`config.mk`:
```
export PLATFORM = sky130hd
export DESIGN_NAME = bus_arbiter_2m
export DESIGN_NICKNAME = d
export VERILOG_FILES = /design/src/rtl/bus_arb_pkg.sv /design/src/rtl/bus_arb_rr.sv /design/src/rtl/bus_arbiter_2m.sv
export SDC_FILE = /design/constraint.sdc
export NUM_CORES = 1
export LEC_CHECK = 0
export ABC_AREA = 1
export CAP_MARGIN = 10
export CORE_AREA = 2 2 86 88
export CTS_BUF_LIST = sky130_fd_sc_hd__clkbuf_8
export CTS_CLUSTER_DIAMETER = 150
export DETAILED_ROUTE_END_ITERATION = 6
export DIE_AREA = 0 0 88 90
export PLACE_DENSITY = 0.83
export SLEW_MARGIN = 15
export SYNTH_ARGS = -nofsm -noshare
export SYNTH_HDL_FRONTEND = slang
export SYNTH_SLANG_ARGS = --single-unit
```
`constraint.sdc`:
```
create_clock -name BUS_CLK -period 1.4 [get_ports BUS_CLK]
set_input_delay 0.21 -clock BUS_CLK [delete_from_list [all_inputs] [get_ports BUS_CLK]]
set_output_delay 0.21 -clock BUS_CLK [all_outputs]
set_load 0.01 [all_outputs]
```
`src/rtl/bus_arb_pkg.sv`:
```
// Shared encodings for the two-master register-bus arbiter: FSM states,
// master indices and the idle grant value.
package bus_arb_pkg;

    localparam logic [1:0] ST_IDLE = 2'd0;
    localparam logic [1:0] ST_ADDR = 2'd1;
    localparam logic [1:0] ST_DATA = 2'd2;
    localparam logic [1:0] ST_DONE = 2'd3;

    localparam logic M0 = 1'b0;
    localparam logic M1 = 1'b1;

    localparam logic [1:0] GRANT_NONE = 2'b00;

    function automatic logic [1:0] onehot(input logic idx);
        return idx ? 2'b10 : 2'b01;
    endfunction

endpackage

```
`src/rtl/bus_arb_rr.sv`:
```
// Combinational two-way round-robin pick; a held lock restricts the choice
// to the lock owner.
module bus_arb_rr
    import bus_arb_pkg::*;
(
    input  logic [1:0] req,
    input  logic       last,
    input  logic       lock_valid,
    input  logic       lock_owner,
    output logic [1:0] grant
);

    always_comb begin
        // NOTE: default first so every path assigns grant and no latch is inferred.
        grant = GRANT_NONE;
        if (lock_valid) begin
            if (req[lock_owner]) grant = onehot(lock_owner);
        end else if (req == 2'b11) begin
            grant = onehot(~last);
        end else begin
            grant = req;
        end
    end

endmodule

```
`src/rtl/bus_arbiter_2m.sv`:
```
// Two-master arbiter for a basil-style register bus: IDLE/ADDR/DATA/DONE
// sequencing, round-robin fairness, optional lock with an idle watchdog.
module bus_arbiter_2m
    import bus_arb_pkg::*;
#(
    parameter int ABUSWIDTH = 16,
    parameter int DBUSWIDTH = 8,
    parameter int LOCK_MAX  = 256
) (
    input  logic                 BUS_CLK,
    input  logic                 BUS_RST_N,
    input  logic                 M0_REQ,
    input  logic                 M1_REQ,
    input  logic                 M0_WE,
    input  logic                 M1_WE,
    input  logic                 M0_LOCK,
    input  logic                 M1_LOCK,
    input  logic [ABUSWIDTH-1:0] M0_ADD,
    input  logic [ABUSWIDTH-1:0] M1_ADD,
    input  logic [DBUSWIDTH-1:0] M0_WDATA,
    input  logic [DBUSWIDTH-1:0] M1_WDATA,
    output logic                 M0_ACK,
    output logic                 M1_ACK,
    output logic [DBUSWIDTH-1:0] M_RDATA,
    output logic [1:0]           GRANT,
    output logic                 LOCK_ERR,
    output logic [ABUSWIDTH-1:0] BUS_ADD,
    output logic                 BUS_RD,
    output logic                 BUS_WR,
    output logic [DBUSWIDTH-1:0] BUS_DATA_OUT,
    output logic                 BUS_DATA_OE,
    input  logic [DBUSWIDTH-1:0] BUS_DATA_IN
);

    localparam int WD_W = (LOCK_MAX > 0) ? $clog2(LOCK_MAX + 1) : 1;

    logic [1:0]           state;
    logic [1:0]           req_vec;
    logic [1:0]           pick;
    logic                 last;
    logic                 lock_valid;
    logic                 lock_owner;
    logic                 owner_req;
    logic                 wd_hit;
    logic                 cur;
    logic                 cur_we;
    logic                 cur_lock;
    logic [WD_W-1:0]      wdog;
    logic [1:0]           grant_r;
    logic [1:0]           ack_r;
    logic [ABUSWIDTH-1:0] add_r;
    logic [DBUSWIDTH-1:0] data_out_r;
    logic [DBUSWIDTH-1:0] rdata_r;
    logic                 rd_r;
    logic                 wr_r;
    logic                 lock_err_r;
    logic                 win_m1;

    assign req_vec   = {M1_REQ, M0_REQ};
    assign win_m1    = pick[1];
    assign owner_req = req_vec[lock_owner];
    assign wd_hit    = (LOCK_MAX != 0) && (wdog == WD_W'(LOCK_MAX - 1));

    bus_arb_rr u_rr (
        .req        (req_vec),
        .last       (last),
        .lock_valid (lock_valid),
        .lock_owner (lock_owner),
        .grant      (pick)
    );

    always_ff @(posedge BUS_CLK or negedge BUS_RST_N) begin
        if (!BUS_RST_N) begin
            state      <= ST_IDLE;
            // NOTE: "last served" starts at M1 so a contested first request goes to M0.
            last       <= M1;
            lock_valid <= 1'b0;
            lock_owner <= M0;
            cur        <= M0;
            cur_we     <= 1'b0;
            cur_lock   <= 1'b0;
            wdog       <= '0;
            grant_r    <= GRANT_NONE;
            ack_r      <= GRANT_NONE;
            add_r      <= '0;
            data_out_r <= '0;
            rdata_r    <= '0;
            rd_r       <= 1'b0;
            wr_r       <= 1'b0;
            lock_err_r <= 1'b0;
        end else begin
            // NOTE: strobes and ACK default low each cycle, so a set in one state is a one-cycle pulse.
            rd_r  <= 1'b0;
            wr_r  <= 1'b0;
            ack_r <= GRANT_NONE;
            case (state)
                ST_IDLE: begin
                    if (pick != GRANT_NONE) begin
                        cur        <= win_m1;
                        cur_we     <= win_m1 ? M1_WE : M0_WE;
                        cur_lock   <= win_m1 ? M1_LOCK : M0_LOCK;
                        add_r      <= win_m1 ? M1_ADD : M0_ADD;
                        data_out_r <= win_m1 ? M1_WDATA : M0_WDATA;
                        rd_r       <= ~(win_m1 ? M1_WE : M0_WE);
                        wr_r       <= win_m1 ? M1_WE : M0_WE;
                        grant_r    <= pick;
                        state      <= ST_ADDR;
                    end
                    if (lock_valid && !owner_req) begin
                        if (wd_hit) begin
                            lock_valid <= 1'b0;
                            grant_r    <= GRANT_NONE;
                            lock_err_r <= 1'b1;
                            wdog       <= '0;
                        end else begin
                            wdog <= wdog + 1'b1;
                        end
                    end else begin
                        wdog <= '0;
                    end
                end
                ST_ADDR: state <= ST_DATA;
                ST_DATA: begin
                    if (!cur_we) rdata_r <= BUS_DATA_IN;
                    ack_r <= onehot(cur);
                    state <= ST_DONE;
                end
                ST_DONE: begin
                    last       <= cur;
                    lock_valid <= cur_lock;
                    lock_owner <= cur;
                    wdog       <= '0;
                    if (!cur_lock) grant_r <= GRANT_NONE;
                    state <= ST_IDLE;
                end
                default: state <= ST_IDLE;
            endcase
        end
    end

    assign M0_ACK       = ack_r[0];
    assign M1_ACK       = ack_r[1];
    assign M_RDATA      = rdata_r;
    assign GRANT        = grant_r;
    assign LOCK_ERR     = lock_err_r;
    assign BUS_ADD      = add_r;
    assign BUS_RD       = rd_r;
    assign BUS_WR       = wr_r;
    assign BUS_DATA_OUT = data_out_r;
    assign BUS_DATA_OE  = wr_r;

endmodule

```
==> metrics.md <==
| Metric | Value |
|---|---|
| Status | finished, violations left |
| Failing checks | negative setup slack |
| Final nets | 561 |
| # port buffers | 103 |
| Via count | 2,823 |
| Hold Fails Final Rpt | 0 |
| Layout cell share with drive strength beyond 1 | 24.9% |
| Starting Density | 40.3% |
| TritonCTS clock tree | yes |
| Final-report setup violation count | 30 |
| Syn_area_per_cell | 7.81 um2 |
| Finished Cell Area | 4630 um2 |
| Layout area overhead | 63.7% |
| Via-to-Cell Ratio | 4.76 |
| Total negative slack | -0.495 ns |
| Fin crit period | 1.44 ns |
| Antenna Cells | 0 |
| Vias in the first global route | 2,601 |
| Worst Setup Start Kind | flip-flop |
| Total CTS buffers | 5 |
| DRC viols | 0 |
| Worst Setup End Kind | flip-flop |
| # rows | 31 |
| I/O Pins | 104 |
| FF-to-FF End | BUS_DATA_OUT[0]$_DFFE_PN0P_ |
| Gr usage total | 18.7% |
| Maximum vdd drop | 1190 uV |
| Critical path capture point | BUS_DATA_OUT[0]$_DFFE_PN0P_ |
| Die width | 88 um |
| Largest cells by area after synthesis | dfrtp_1 (49%), nand2_1 (22%), nand3_1 (6.4%) |
| Power Density | 1930 nW/um2 |
| Leakage power | 2.40 nW |
| Crit path required time | 1.64 ns |
| Cell taking the most area after synthesis | dfrtp_1 |
| WL per Instance | 13.7 um |
| Clk slew on worst S/H paths | 0.09 ns |
| Crit-path max FO | 7 |
| Drt total wl | 8120 um |
| Grt total ovfl | 0 |
| Routability Congestion | 0.773 |
| Hold Path Class | input port to asynchronous set/reset pin |
| Fin. max-slew vios | 0 |
| Initial DRC Count | 144 |
| Area after DPL | 4070 um2 |
| Max frequency | 0.693 GHz |
| Share of the synthesized area in the top cell type | 48.7% |
| First drt pass iteration count | 4 |
| Global-route wire length before repair | 11,900 um |
| Core area | 7020 um2 |
| Number of synthesized register bits | 56 |
| Worst skew pair latency | 0.31 ns |
| Crit path kind | flip-flop to flip-flop |
| Max_slew headroom | 75.4% |
| Synthesis Warnings | 0 |
| Worst path arrival time | 1.69 ns |
| Antenna-violating nets left | 0 |
| Die area | 7920 um2 |
| Largest net degree at the start of global routing | 30 |
| Worst Clk Skew | 0.00765 ns |
| Reg2reg path depth | 9 |
| Hpwl dp | 5280 um |
| Fin Hold WS | 0.435 ns |
| Post-Syn Instances | 362 |
| CP Launch Point | last$_DFFE_PN1P_ |
| Cell variety after synth | 26 |
| Crit share post-route | 103% |
| H-tree depth | 2 |
| Pre-CTS setup slack | -0.350 ns |
| Mapped Nets | 430 |
| Maxcap violations | 0 |
| R2r startpoint | last$_DFFE_PN1P_ |
| CTS Buffer Depth | 2 |
| Flop2flop setup slack | -0.04 ns |
| Initial antenna violation count | 0 |
| Synthesized area | 2830 um2 |
| Slew @ Worst Pin | 0.369 ns |
| RSZ-0062 raised after global routing | true |
| Register area share after synthesis | 49.6% |
| Worst setup margin | -0.0432 ns |
| Die height | 90 um |
| Clock root cell | clkbuf_8 |
| Clock sink count | 56 |
critical path, stage by stage (launching register included):
cell and delay [ns]:
dfstp_2 0.57, nand2_4 0.07, nand3_4 0.08, nand2_4 0.09
inv_8 0.10, nand2_8 0.07, nand2_8 0.12, clkbuf_16 0.17
nand2_2 0.04, nand2_1 0.06
cell usage in the layout (no fill, tap or decap), types with 2 or more instances in the layout:
cell type | Yosys | final
a21o_1 | 2 | 2
a21oi_1 | 3 | 2
buf_12 | 0 | 4
buf_16 | 0 | 2
buf_4 | 1 | 27
clkbuf_16 | 0 | 2
clkbuf_8 | 0 | 6
clkdlybuf4s50_1 | 0 | 61
dfrtp_1 | 55 | 54
dlygate4sd2_1 | 0 | 37
dlymetal6s2s_1 | 0 | 4
ha_2 | 0 | 2
ha_4 | 0 | 2
inv_1 | 21 | 19
inv_2 | 2 | 3
mux2_2 | 8 | 7
nand2_1 | 169 | 130
nand2_2 | 1 | 32
nand2_4 | 2 | 8
nand2_8 | 0 | 2
nand3_1 | 36 | 31
nand3_2 | 2 | 5
nand3_4 | 0 | 2
nand4_1 | 3 | 3
nor2_1 | 22 | 17
nor2_2 | 0 | 4
o21ai_0 | 8 | 4
o21ai_1 | 0 | 2
xor2_1 | 3 | 3
report_power, final:
part,total [mW],internal [mW],switching (mW),leakage [nW]
registers,2.73,2.26,0.461,0.709
logic,5.33,2.60,2.72,1.64
clock network,0.897,0.396,0.501,0.0486
area by class of cell:
class,count,area (um2)
fillers,591,2390
multi-input cells,267,1510
flip-flops and latches,56,1400
repair buffers,140,1400
well taps,99,124
inverters,23,98.8
clock buffers,6,82.6
clock inverters,2,11.3
repair_timing:
item                                    4_1_cts  5_1_grt
pin swaps                                     9       37
cloned                                        2        2
resized for setup                            54       75
hold endpoints to repair                     55        0
buffers inserted                              2       11
hold buffers                                  1        0
endpoints found under the setup margin       85       54
worst min path at each step:
stage / startpoint / slack (ns) / end / depth (start not counted)
finish: BUS_RST_N / 0.44 / wdog[3]$_DFFE_PN0P_ / 3
global route: BUS_RST_N / 0.48 / wdog[2]$_DFFE_PN0P_ / 3
CTS: BUS_RST_N / 0.45 / wdog[3]$_DFFE_PN0P_ / 3
detailed placement: BUS_RST_N / 0.25 / wdog[3]$_DFFE_PN0P_ / 2
global placement: BUS_RST_N / 0.24 / wdog[3]$_DFFE_PN0P_ / 2
floorplan: BUS_RST_N / -0.09 / BUS_ADD[0]$_DFFE_PN0P_ / 0
Yosys cell counts, drive strengths merged:
cell type,n
o21ai,8
nand3,38
dfrtp,55
nor3,2
buf,13
xor2,3
dfstp,1
clkbuf,3
ha,4
nand4,3
inv,23
a21o,2
o21bai,1
nand2,172
a21oi,3
nor2,22
mux2,8
or2,1
sequential cells by signal (all words and copies together), names as in the netlist:
signal	cells
BUS_ADD	16
LOCK_ERR	1
M_RDATA	8
GRANT	2
lock_owner	1
cur	1
BUS_DATA_OUT	8
lock_valid	1
cur_we	1
wdog	9
cur_lock	1
BUS_DATA_OE	1
ack_r	2
state	2
last	1
BUS_RD	1
per-layer routing:
layer  vias up  track usage (%)  wire, um
met2        82             32.4      4190
met3         9             2.66       411
li1       1392                -         -
met4         0             5.38       110
met5         -                0         0
met1      1340             23.8      3410
cell families after synthesis:
| group | synth area share (%) |
|---|---|
| AND/OR/NAND/NOR | 34.7 |
| flip-flops | 49.6 |
| XOR/XNOR | 0.930 |
| multiplexers | 3.19 |
| adder cells (fa/ha/maj) | 1.77 |
| AO/OA/AOI/OAI | 2.74 |
| buffers and inverters | 7.04 |
through the flow:
stage          total power, mW  std cells  util [%]
5_1_grt                   9.59        593      65.9
6_report                  8.95        593      65.9
2_1_floorplan             4.92        362         -
4_1_cts                   7.93        580      60.5
3_5_place_dp              6.94        567      58.0
3_3_place_gp              6.78        567      58.0
Note: power is estimated with default switching activity, not from simulation.
